### config.mk
export PLATFORM = sky130hd
export DESIGN_NAME = addfloat_arbiter
export DESIGN_NICKNAME = d
export VERILOG_FILES = /design/src/rtl/addfloat_arbiter.sv
export SDC_FILE = /design/constraint.sdc
export NUM_CORES = 1
export LEC_CHECK = 0
export CAP_MARGIN = 20
export CORE_AREA = 2 2 155 157
export CTS_BUF_LIST = sky130_fd_sc_hd__clkbuf_16
export DETAILED_ROUTE_END_ITERATION = 10
export DIE_AREA = 0 0 157 159
export PLACE_DENSITY = 0.63
export SLEW_MARGIN = 10
export SYNTH_ARGS = -nofsm -noshare
export SYNTH_HDL_FRONTEND = slang
export SYNTH_SLANG_ARGS = --single-unit
### constraint.sdc
create_clock -name clock -period 2 [get_ports clock]
set_input_delay 0.4 -clock clock [delete_from_list [all_inputs] [get_ports clock]]
set_output_delay 0.4 -clock clock [all_outputs]
set_load 0.02 [all_outputs]
### src/rtl/addfloat_arbiter.sv
// addfloat_arbiter: shares one pipelined single-precision AddFloat core
// between N_REQ requesters. One operand pair is issued per ce-cycle; a tag
// pipeline matched to the adder latency carries the requester index so each
// registered sum is strobed back to the requester that issued it.
// Optional build macro: ADDFLOAT_ARB_FIXED_PRIO_EN (fixed priority, lowest
// index wins, no round-robin pointer). Default build is round robin.
module addfloat_arbiter #(
  parameter int N_REQ   = 4,
  parameter int LATENCY = 5,
  parameter int ID_W    = 2
) (
  input  logic                  clock,
  input  logic                  reset,
  input  logic                  ce,
  input  logic [N_REQ-1:0]      i_req,
  input  logic [32*N_REQ-1:0]   i_opa,
  input  logic [32*N_REQ-1:0]   i_opb,
  output logic [N_REQ-1:0]      o_gnt,
  output logic [31:0]           o_add_a,
  output logic [31:0]           o_add_b,
  input  logic [31:0]           i_add_result,
  output logic [N_REQ-1:0]      o_res_valid,
  output logic [31:0]           o_res_data,
  output logic                  o_busy
);

  localparam int DATA_W = 32;

  logic            found;
  logic [ID_W-1:0] gnt_id;
  logic [ID_W-1:0] cand;

  logic [DATA_W-1:0] add_a_q, add_a_d;
  logic [DATA_W-1:0] add_b_q, add_b_d;
  logic [LATENCY-1:0] tag_vld_q, tag_vld_d;
  logic [ID_W-1:0]   tag_id_q [LATENCY];
  logic [ID_W-1:0]   tag_id_d [LATENCY];
  logic [N_REQ-1:0]  res_valid_q, res_valid_d;
  logic [DATA_W-1:0] res_data_q, res_data_d;

`ifdef ADDFLOAT_ARB_FIXED_PRIO_EN
  // Fixed-priority grant search: scan downward so the lowest requester wins.
  always_comb begin
    found  = 1'b0;
    gnt_id = '0;
    cand   = '0;
    if (ce && !reset) begin
      for (int j = N_REQ - 1; j >= 0; j--) begin
        cand = ID_W'(j);
        if (i_req[cand]) begin
          found  = 1'b1;
          gnt_id = cand;
        end
      end
    end
  end
`else
  logic [ID_W-1:0] ptr_q, ptr_d;

  // Round-robin grant search starting at the pointer, wrapping past N_REQ-1.
  always_comb begin
    found  = 1'b0;
    gnt_id = '0;
    cand   = '0;
    ptr_d  = ptr_q;
    if (ce && !reset) begin
      for (int j = 0; j < N_REQ; j++) begin
        cand = ID_W'((int'(ptr_q) + j) % N_REQ);
        if (!found && i_req[cand]) begin
          found  = 1'b1;
          gnt_id = cand;
        end
      end
      if (found) begin
        ptr_d = (int'(gnt_id) == N_REQ - 1) ? '0 : gnt_id + 1'b1;
      end
    end
  end

  // Pointer register: moves just past the winner on every granted ce-edge.
  always_ff @(posedge clock) begin
    if (reset) ptr_q <= '0;
    else       ptr_q <= ptr_d;
  end
`endif

  // One-hot grant decode; found already folds in ce and reset.
  always_comb begin
    o_gnt = '0;
    if (found) o_gnt[gnt_id] = 1'b1;
  end

  // Next-state for issue, tag pipeline and delivery; everything holds when ce=0.
  always_comb begin
    add_a_d     = add_a_q;
    add_b_d     = add_b_q;
    tag_vld_d   = tag_vld_q;
    tag_id_d    = tag_id_q;
    res_valid_d = res_valid_q;
    res_data_d  = res_data_q;
    if (ce) begin
      // Stage p0: operand registers feeding the adder, tag enters the pipe.
      if (found) begin
        add_a_d = i_opa[DATA_W*gnt_id +: DATA_W];
        add_b_d = i_opb[DATA_W*gnt_id +: DATA_W];
      end
      tag_vld_d   = {tag_vld_q[LATENCY-2:0], found};
      tag_id_d[0] = gnt_id;
      for (int i = 1; i < LATENCY; i++) begin
        tag_id_d[i] = tag_id_q[i-1];
      end
      // Final stage: adder output is valid alongside the last tag, register it.
      res_valid_d = '0;
      if (tag_vld_q[LATENCY-1]) begin
        res_valid_d[tag_id_q[LATENCY-1]] = 1'b1;
        res_data_d                       = i_add_result;
      end
    end
  end

  // Control and output registers with synchronous reset.
  always_ff @(posedge clock) begin
    if (reset) begin
      add_a_q     <= '0;
      add_b_q     <= '0;
      tag_vld_q   <= '0;
      res_valid_q <= '0;
      res_data_q  <= '0;
    end else begin
      add_a_q     <= add_a_d;
      add_b_q     <= add_b_d;
      tag_vld_q   <= tag_vld_d;
      res_valid_q <= res_valid_d;
      res_data_q  <= res_data_d;
    end
  end

  // Requester IDs are only meaningful under their valid bits, so no reset.
  always_ff @(posedge clock) begin
    tag_id_q <= tag_id_d;
  end

  assign o_add_a     = add_a_q;
  assign o_add_b     = add_b_q;
  assign o_res_valid = res_valid_q;
  assign o_res_data  = res_data_q;
  assign o_busy      = (|tag_vld_q) || (|res_valid_q);

endmodule

=== After elaboration in Yosys (flattened, before gate mapping) ===
Cells that the tools add are included.

* $lt $le $gt $ge: 8
* Muxes and demuxes: 30
* Add/sub/neg operators: 4
* Reduce and logical (&&, ||, !) cells: 16
* Shifts and indexed selects: 2
* Equality and inequality tests: 1

{| class="wikitable"
|+ Operator list
! kind !! number
|-
| indexed part select 128 x 8 -> 32 bit || 2
|-
| less-than comparator 2 x 3 -> 1 bit, second input constant || 6
|-
| two-way mux 1 bit || 15
|-
| two-way mux 2 bit || 7
|-
| binary-select mux 1 bit (select 2 bit) || 4
|-
| two-way mux 4 bit || 2
|-
| logical AND 1 bit || 6
|-
| AND reduction 2 bit || 3
|-
| OR reduction 5 bit || 1
|-
| adder 2 x 1 -> 2 bit, second input constant || 2
|-
| adder 2 bit, second input constant || 2
|-
| demux 1 bit (select 2 bit) || 2
|-
| greater-or-equal comparator 2 x 1 -> 1 bit, second input constant || 2
|-
| zero test 1 bit || 4
|-
| OR reduction 4 bit || 1
|-
| equality test 2 x 1 -> 1 bit, second input constant || 1
|-
| logical OR 1 bit || 1
|}

* Register bits after elaboration: 117

=== Logic depth before layout (Yosys ltp) ===
* Word-level depth: 22
* Depth in mapped cells: 8
* Depth with buffers taken out: 5

=== Worst setup path after synthesis ===
OpenSTA, ideal clock, no wires.

* Path kind: in2out
* From: input port i_req[2]
* To: output port o_gnt[2]
* Buffers on the path: 2
* Stages on the path: 6
* Slack: -0.505 ns
* Required time: 1.600 ns
* Arrival: 2.105 ns
* Cells stage by stage: nor2b_1 -> a21boi_1 -> o31ai_4 -> buf_2 -> buf_1 -> nor4_1

* Longest elaborated chain between the ends: 22

{| class="wikitable"
|+ RTL lines
! element !! RTL line !! RTL
|-
| start: declaration || 15 || <nowiki>input logic [N_REQ-1:0] i_req,</nowiki>
|-
| binary-select mux 1 bit (select 2 bit) || 69 || <nowiki>if (!found && i_req[cand]) begin</nowiki>
|-
| two-way mux 1 bit (implied by the code) || 69 ||
|-
| two-way mux 1 bit || 69 ||
|-
| two-way mux 1 bit || 66 || <nowiki>if (ce && !reset) begin</nowiki>
|-
| zero test 1 bit || 69 ||
|-
| logical AND 1 bit || 69 ||
|-
| two-way mux 1 bit || 69 ||
|-
| two-way mux 1 bit || 66 ||
|-
| [... 5 more ...] || - ||
|-
| logical AND 1 bit || 69 ||
|-
| two-way mux 2 bit || 69 ||
|-
| two-way mux 2 bit (2 in series) || 66 ||
|-
| less-than comparator 2 x 3 -> 1 bit (implied by the code) / greater-or-equal comparator 2 x 1 -> 1 bit (equally long branches) || 90 || <nowiki>if (found) o_gnt[gnt_id] = 1'b1;</nowiki>
|-
| logical AND 1 bit (implied by the code) || 90 ||
|-
| two-way mux 1 bit (implied by the code) || 90 ||
|-
| demux 1 bit (select 2 bit) || 90 ||
|-
| two-way mux 4 bit (*) || 90 ||
|-
| end: declaration || 18 || <nowiki>output logic [N_REQ-1:0] o_gnt,</nowiki>
|}

Every way passes the cells marked *; elsewhere a longest branch is shown, timed or not. The select of a mux whose other input is x is not followed.

=== Worst setup path in the final report ===
* From: register ptr_q[0]
* To: output port o_gnt[1]

* Longest elaborated chain between the ends: 22

{| class="wikitable"
|+ RTL lines
! element !! RTL line !! RTL
|-
| start: declaration || 58 || <nowiki>logic [ID_W-1:0] ptr_q, ptr_d;</nowiki>
|-
| start signal: assignment || 83 || <nowiki>else ptr_q <= ptr_d;</nowiki>
|-
| binary-select mux 1 bit (select 2 bit) || 69 ||
|-
| two-way mux 1 bit (implied by the code) || 69 ||
|-
| two-way mux 1 bit || 69 ||
|-
| two-way mux 1 bit || 66 ||
|-
| zero test 1 bit || 69 ||
|-
| logical AND 1 bit || 69 ||
|-
| two-way mux 1 bit || 69 ||
|-
| two-way mux 1 bit || 66 ||
|-
| [... 5 more ...] || - ||
|-
| logical AND 1 bit || 69 ||
|-
| two-way mux 2 bit || 69 ||
|-
| two-way mux 2 bit (2 in series) || 66 ||
|-
| less-than comparator 2 x 3 -> 1 bit (implied by the code) / greater-or-equal comparator 2 x 1 -> 1 bit (equally long branches) || 90 ||
|-
| logical AND 1 bit (implied by the code) || 90 ||
|-
| two-way mux 1 bit (implied by the code) || 90 ||
|-
| demux 1 bit (select 2 bit) || 90 ||
|-
| two-way mux 4 bit (*) || 90 ||
|}

Marks and branches as above.

==> Flow_metrics.wiki <==
{| class="wikitable"
! Metric !! Value
|-
| Result of the run || finished, violations left
|-
| Violated checks || negative setup slack
|-
| Worst-case clock buffer depth || 2
|-
| Hold depth || 0
|-
| H-tree depth || 4
|-
| Path category of the worst min-delay check || flip-flop to flip-flop
|-
| Critical path fanouts, max || 3
|-
| Number of antenna violations at the first check in global routing || 3
|-
| Overall global routing resource usage || 0.258
|-
| Syn Area/Cell || 7.78 µm²
|-
| Proportion of netlist area held by the largest area contributor || 0.330
|-
| Clock Root Buffer || clkbuf_16
|-
| Core area || 23200 µm²
|-
| Share of the clock period used by the worst path || 1.09
|-
| Finished Layout Cells || about 1.6k
|-
| Mean number of vias per cell || 5.54
|-
| CP Capture Type || output port
|-
| Slew Limit Fails || 0
|-
| Final design utilization || 0.528
|-
| Maximum number of pins on one net before global-route repair || 66
|-
| Floorplan die height || 159 µm
|-
| Post-synthesis cell area || 6490 µm²
|-
| First-pass detailed-route iteration total || 7
|-
| Number of storage elements in the synthesis netlist || 117
|-
| Number of unique standard cell types used by synthesis || 38
|-
| Top Ports || 400
|-
| Total Routed Length || ~34000 µm
|-
| Initial core utilization || 0.280
|-
| Overall die area || approximately 25000 µm²
|-
| Cells after DPL || between 1.5k and 2k
|-
| Max-slew headroom at the worst pin || 0.410
|-
| Fraction of layout instances using a drive strength above 1 || 0.134
|-
| Fin crit period || around 2.2 ns
|-
| CTS clk-pin slew, worst paths || around 0.060 ns
|-
| FP Rows || 56
|-
| Number of global-route vias before repair || 8668
|-
| Dominant cell type by area after synthesis || dfxtp_1
|-
| Die X-Extent || about 160 µm
|-
| Violation count after the first detailed-routing iteration || between 500 and 600
|-
| Critical register-to-register path startpoint || ptr_q[0]$_SDFFE_PP0P_
|-
| Congestion Overflow GR || 0
|-
| Clock latency on the worst-skew pair || 0.42 ns
|-
| Vias || 8647
|-
| Total Nets Final || roughly 1.5k
|-
| VDD IR max || about 430 µV
|-
| Power per cell area || 685 nW/µm²
|-
| Clock sinks || about 120
|-
| Mapped Nets || 1129
|-
| Unrepaired setup endpoints after global routing || yes
|-
| Worst Path Arrival || between 1.5 and 2 ns
|-
| Number of synthesized flops with an enable pin || 10
|-
| Half-perimeter wire length after detailed placement || approximately 21000 µm
|-
| Area growth, synth to finish || 88.7%
|-
| GP Congestion || 0.859
|-
| Startpoint Class || flip-flop
|-
| Synth Flop Type || dfxtp_1
|-
| Cells on worst reg2reg path || 9
|-
| Most frequent standard cell in the layout excluding fill and tap cells || clkdlybuf4s50_1
|-
| Syn Inst Count || 834
|-
| Number of port buffers || 399
|-
| Global-route wire length before repair || 49900 µm
|-
| Number of failing hold endpoints at the final stage || 0
|-
| Cell types occupying the most area after synthesis || dfxtp_1 (33%), a311oi_1 (8.6%), a21oi_1 (7.6%), a21o_1 (7.4%), nand4_1 (6.3%)
|-
| CTS Buf Count || 17
|-
| Number of nets with antenna violations after routing || 0
|-
| Critical path required time || 1.60 ns
|-
| Number of warning messages in the yosys log || 0
|-
| Ys async rst share || 0
|-
| Total power after layout || 0.00839 W
|-
| Worst Hold Path EP || tag_id_q[4]$_DFFE_PP_
|-
| Setup skew after layout || 0.00930 ns
|-
| Maximum capacitance violations || 0
|-
| Commonest cells after routing, fill and taps aside || clkdlybuf4s50_1 (390), dfxtp_1 (105), a21oi_1 (99)
|-
| Final setup violation count || 4
|-
| Reg2reg setup slack || roughly 0.01 ns
|-
| Final routed DRC violation total || 0
|-
| Terminus of the critical flop-to-flop path || o_add_a[20]$_SDFFE_PP0P_
|-
| Sequential share of the synthesized area || 0.376
|-
| Fill cell instance count of the final layout || 2197
|-
| TritonCTS clock tree || done
|-
| Total negative slack || -0.566 ns
|-
| Start point of the worst hold path || tag_id_q[6]$_DFFE_PP_
|-
| Max Freq || 0.459 GHz
|-
| Actual transition at the worst max-transition pin || 0.884 ns
|-
| Crit path kind || flip-flop to output port
|-
| Detail-routed net length per standard cell || between 20 and 25 µm
|-
| Final setup slack of the worst path || -0.176 ns
|-
| Pre-CTS worst setup slack || -0.917 ns
|-
| Leakage power || 4.24 nW
|}
[worst max-delay path by stage]
stage,startpoint,to,slack (ns),cells past startpoint
2_1_floorplan,i_req[2],o_gnt[3],0.006,6
3_3_place_gp,i_req[2],o_gnt[2],-0.88,7
3_5_place_dp,i_req[2],o_gnt[2],-0.92,7
4_1_cts,ptr_q[0]$_SDFFE_PP0P_,o_gnt[1],-0.20,6
5_1_grt,ptr_q[1]$_SDFFE_PP0P_,o_gnt[1],-0.22,6
6_report,ptr_q[0]$_SDFFE_PP0P_,o_gnt[1],-0.18,5
[stage by stage]
step / cell area, µm² / hold slack (ns)
after floorplan: 6530 / 0.400
after global placement: 11200 / 0.403
after detailed placement: 11200 / 0.408
after CTS: 12000 / 0.423
after global routing: 12200 / 0.431
final: 12200 / 0.420
[sequential cells by signal, summed over array words and instances, names as in the netlist]
name         cells
o_res_data      32
o_add_a         32
tag_vld_q        5
ptr_q            2
o_add_b         32
o_res_valid      4
tag_id_q        10
[logic make-up after synthesis]
group / share of synthesized area
buf+inv: 0.0715
simple gates: 0.182
mux: 0.00771
flops: 0.376
compound gates: 0.361
xor+xnor: 0.00135
[cells in the mapped netlist, types with 5 or more instances]
cell and count:
o21ai_1 11, o21ai_0 55, buf_4 5, dfxtp_1 107, clkbuf_1 82, a21o_1 64, nand4_1 65, nand2_1 68
a311oi_1 64, buf_2 14, mux2i_1 5, nor2_1 13, edfxtp_1 10, nand3_1 66, a21oi_1 99, a31oi_1 64
buf_1 10
[power breakdown]
group	switching (W)	leakage [nW]	internal, W
Clock	0.00129	0.273	0.00169
Combinational	0.00137	2.99	0.00140
Sequential	0.0000973	0.983	0.00254
[layout make-up]
cell class | instances | area (µm²) | share of cell area
Antenna cell | 3 | 7.51 | 0.000613
Clock buffer | 18 | 450 | 0.0368
Clock inverter | 14 | 116 | 0.00950
Inverter | 3 | 11.3 | 0.000919
Multi-Input combinational cell | 603 | 3830 | 0.313
Sequential cell | 117 | 2450 | 0.200
Tap cell | 319 | 399 | 0.0326
Timing Repair Buffer | 484 | 4980 | 0.407
[worst max-delay path, stage by stage (launching register included)]
cell,delay (ns)
dfxtp_4,0.37
nor2b_4,0.05
or4_4,0.52
a21oi_4,0.15
and2_4,0.15
buf_6,0.11
[repair_timing]
action,4_1_cts,5_1_grt
endpoints found under the hold margin,0,0
gates cloned,3,2
setup buffers,12,1
pin swaps,7,4
setup endpoints to repair,73,69
hold buffers,0,0
gates resized for setup,49,29
[routing by layer]
metal | GRT usage | wire [µm]
met2 | 0.443 | 16500
met1 | 0.291 | 13100
met5 | 0 | 0
met3 | 0.0740 | 3110
met4 | 0.121 | 1200
Note: power is estimated with default switching activity, not from simulation.
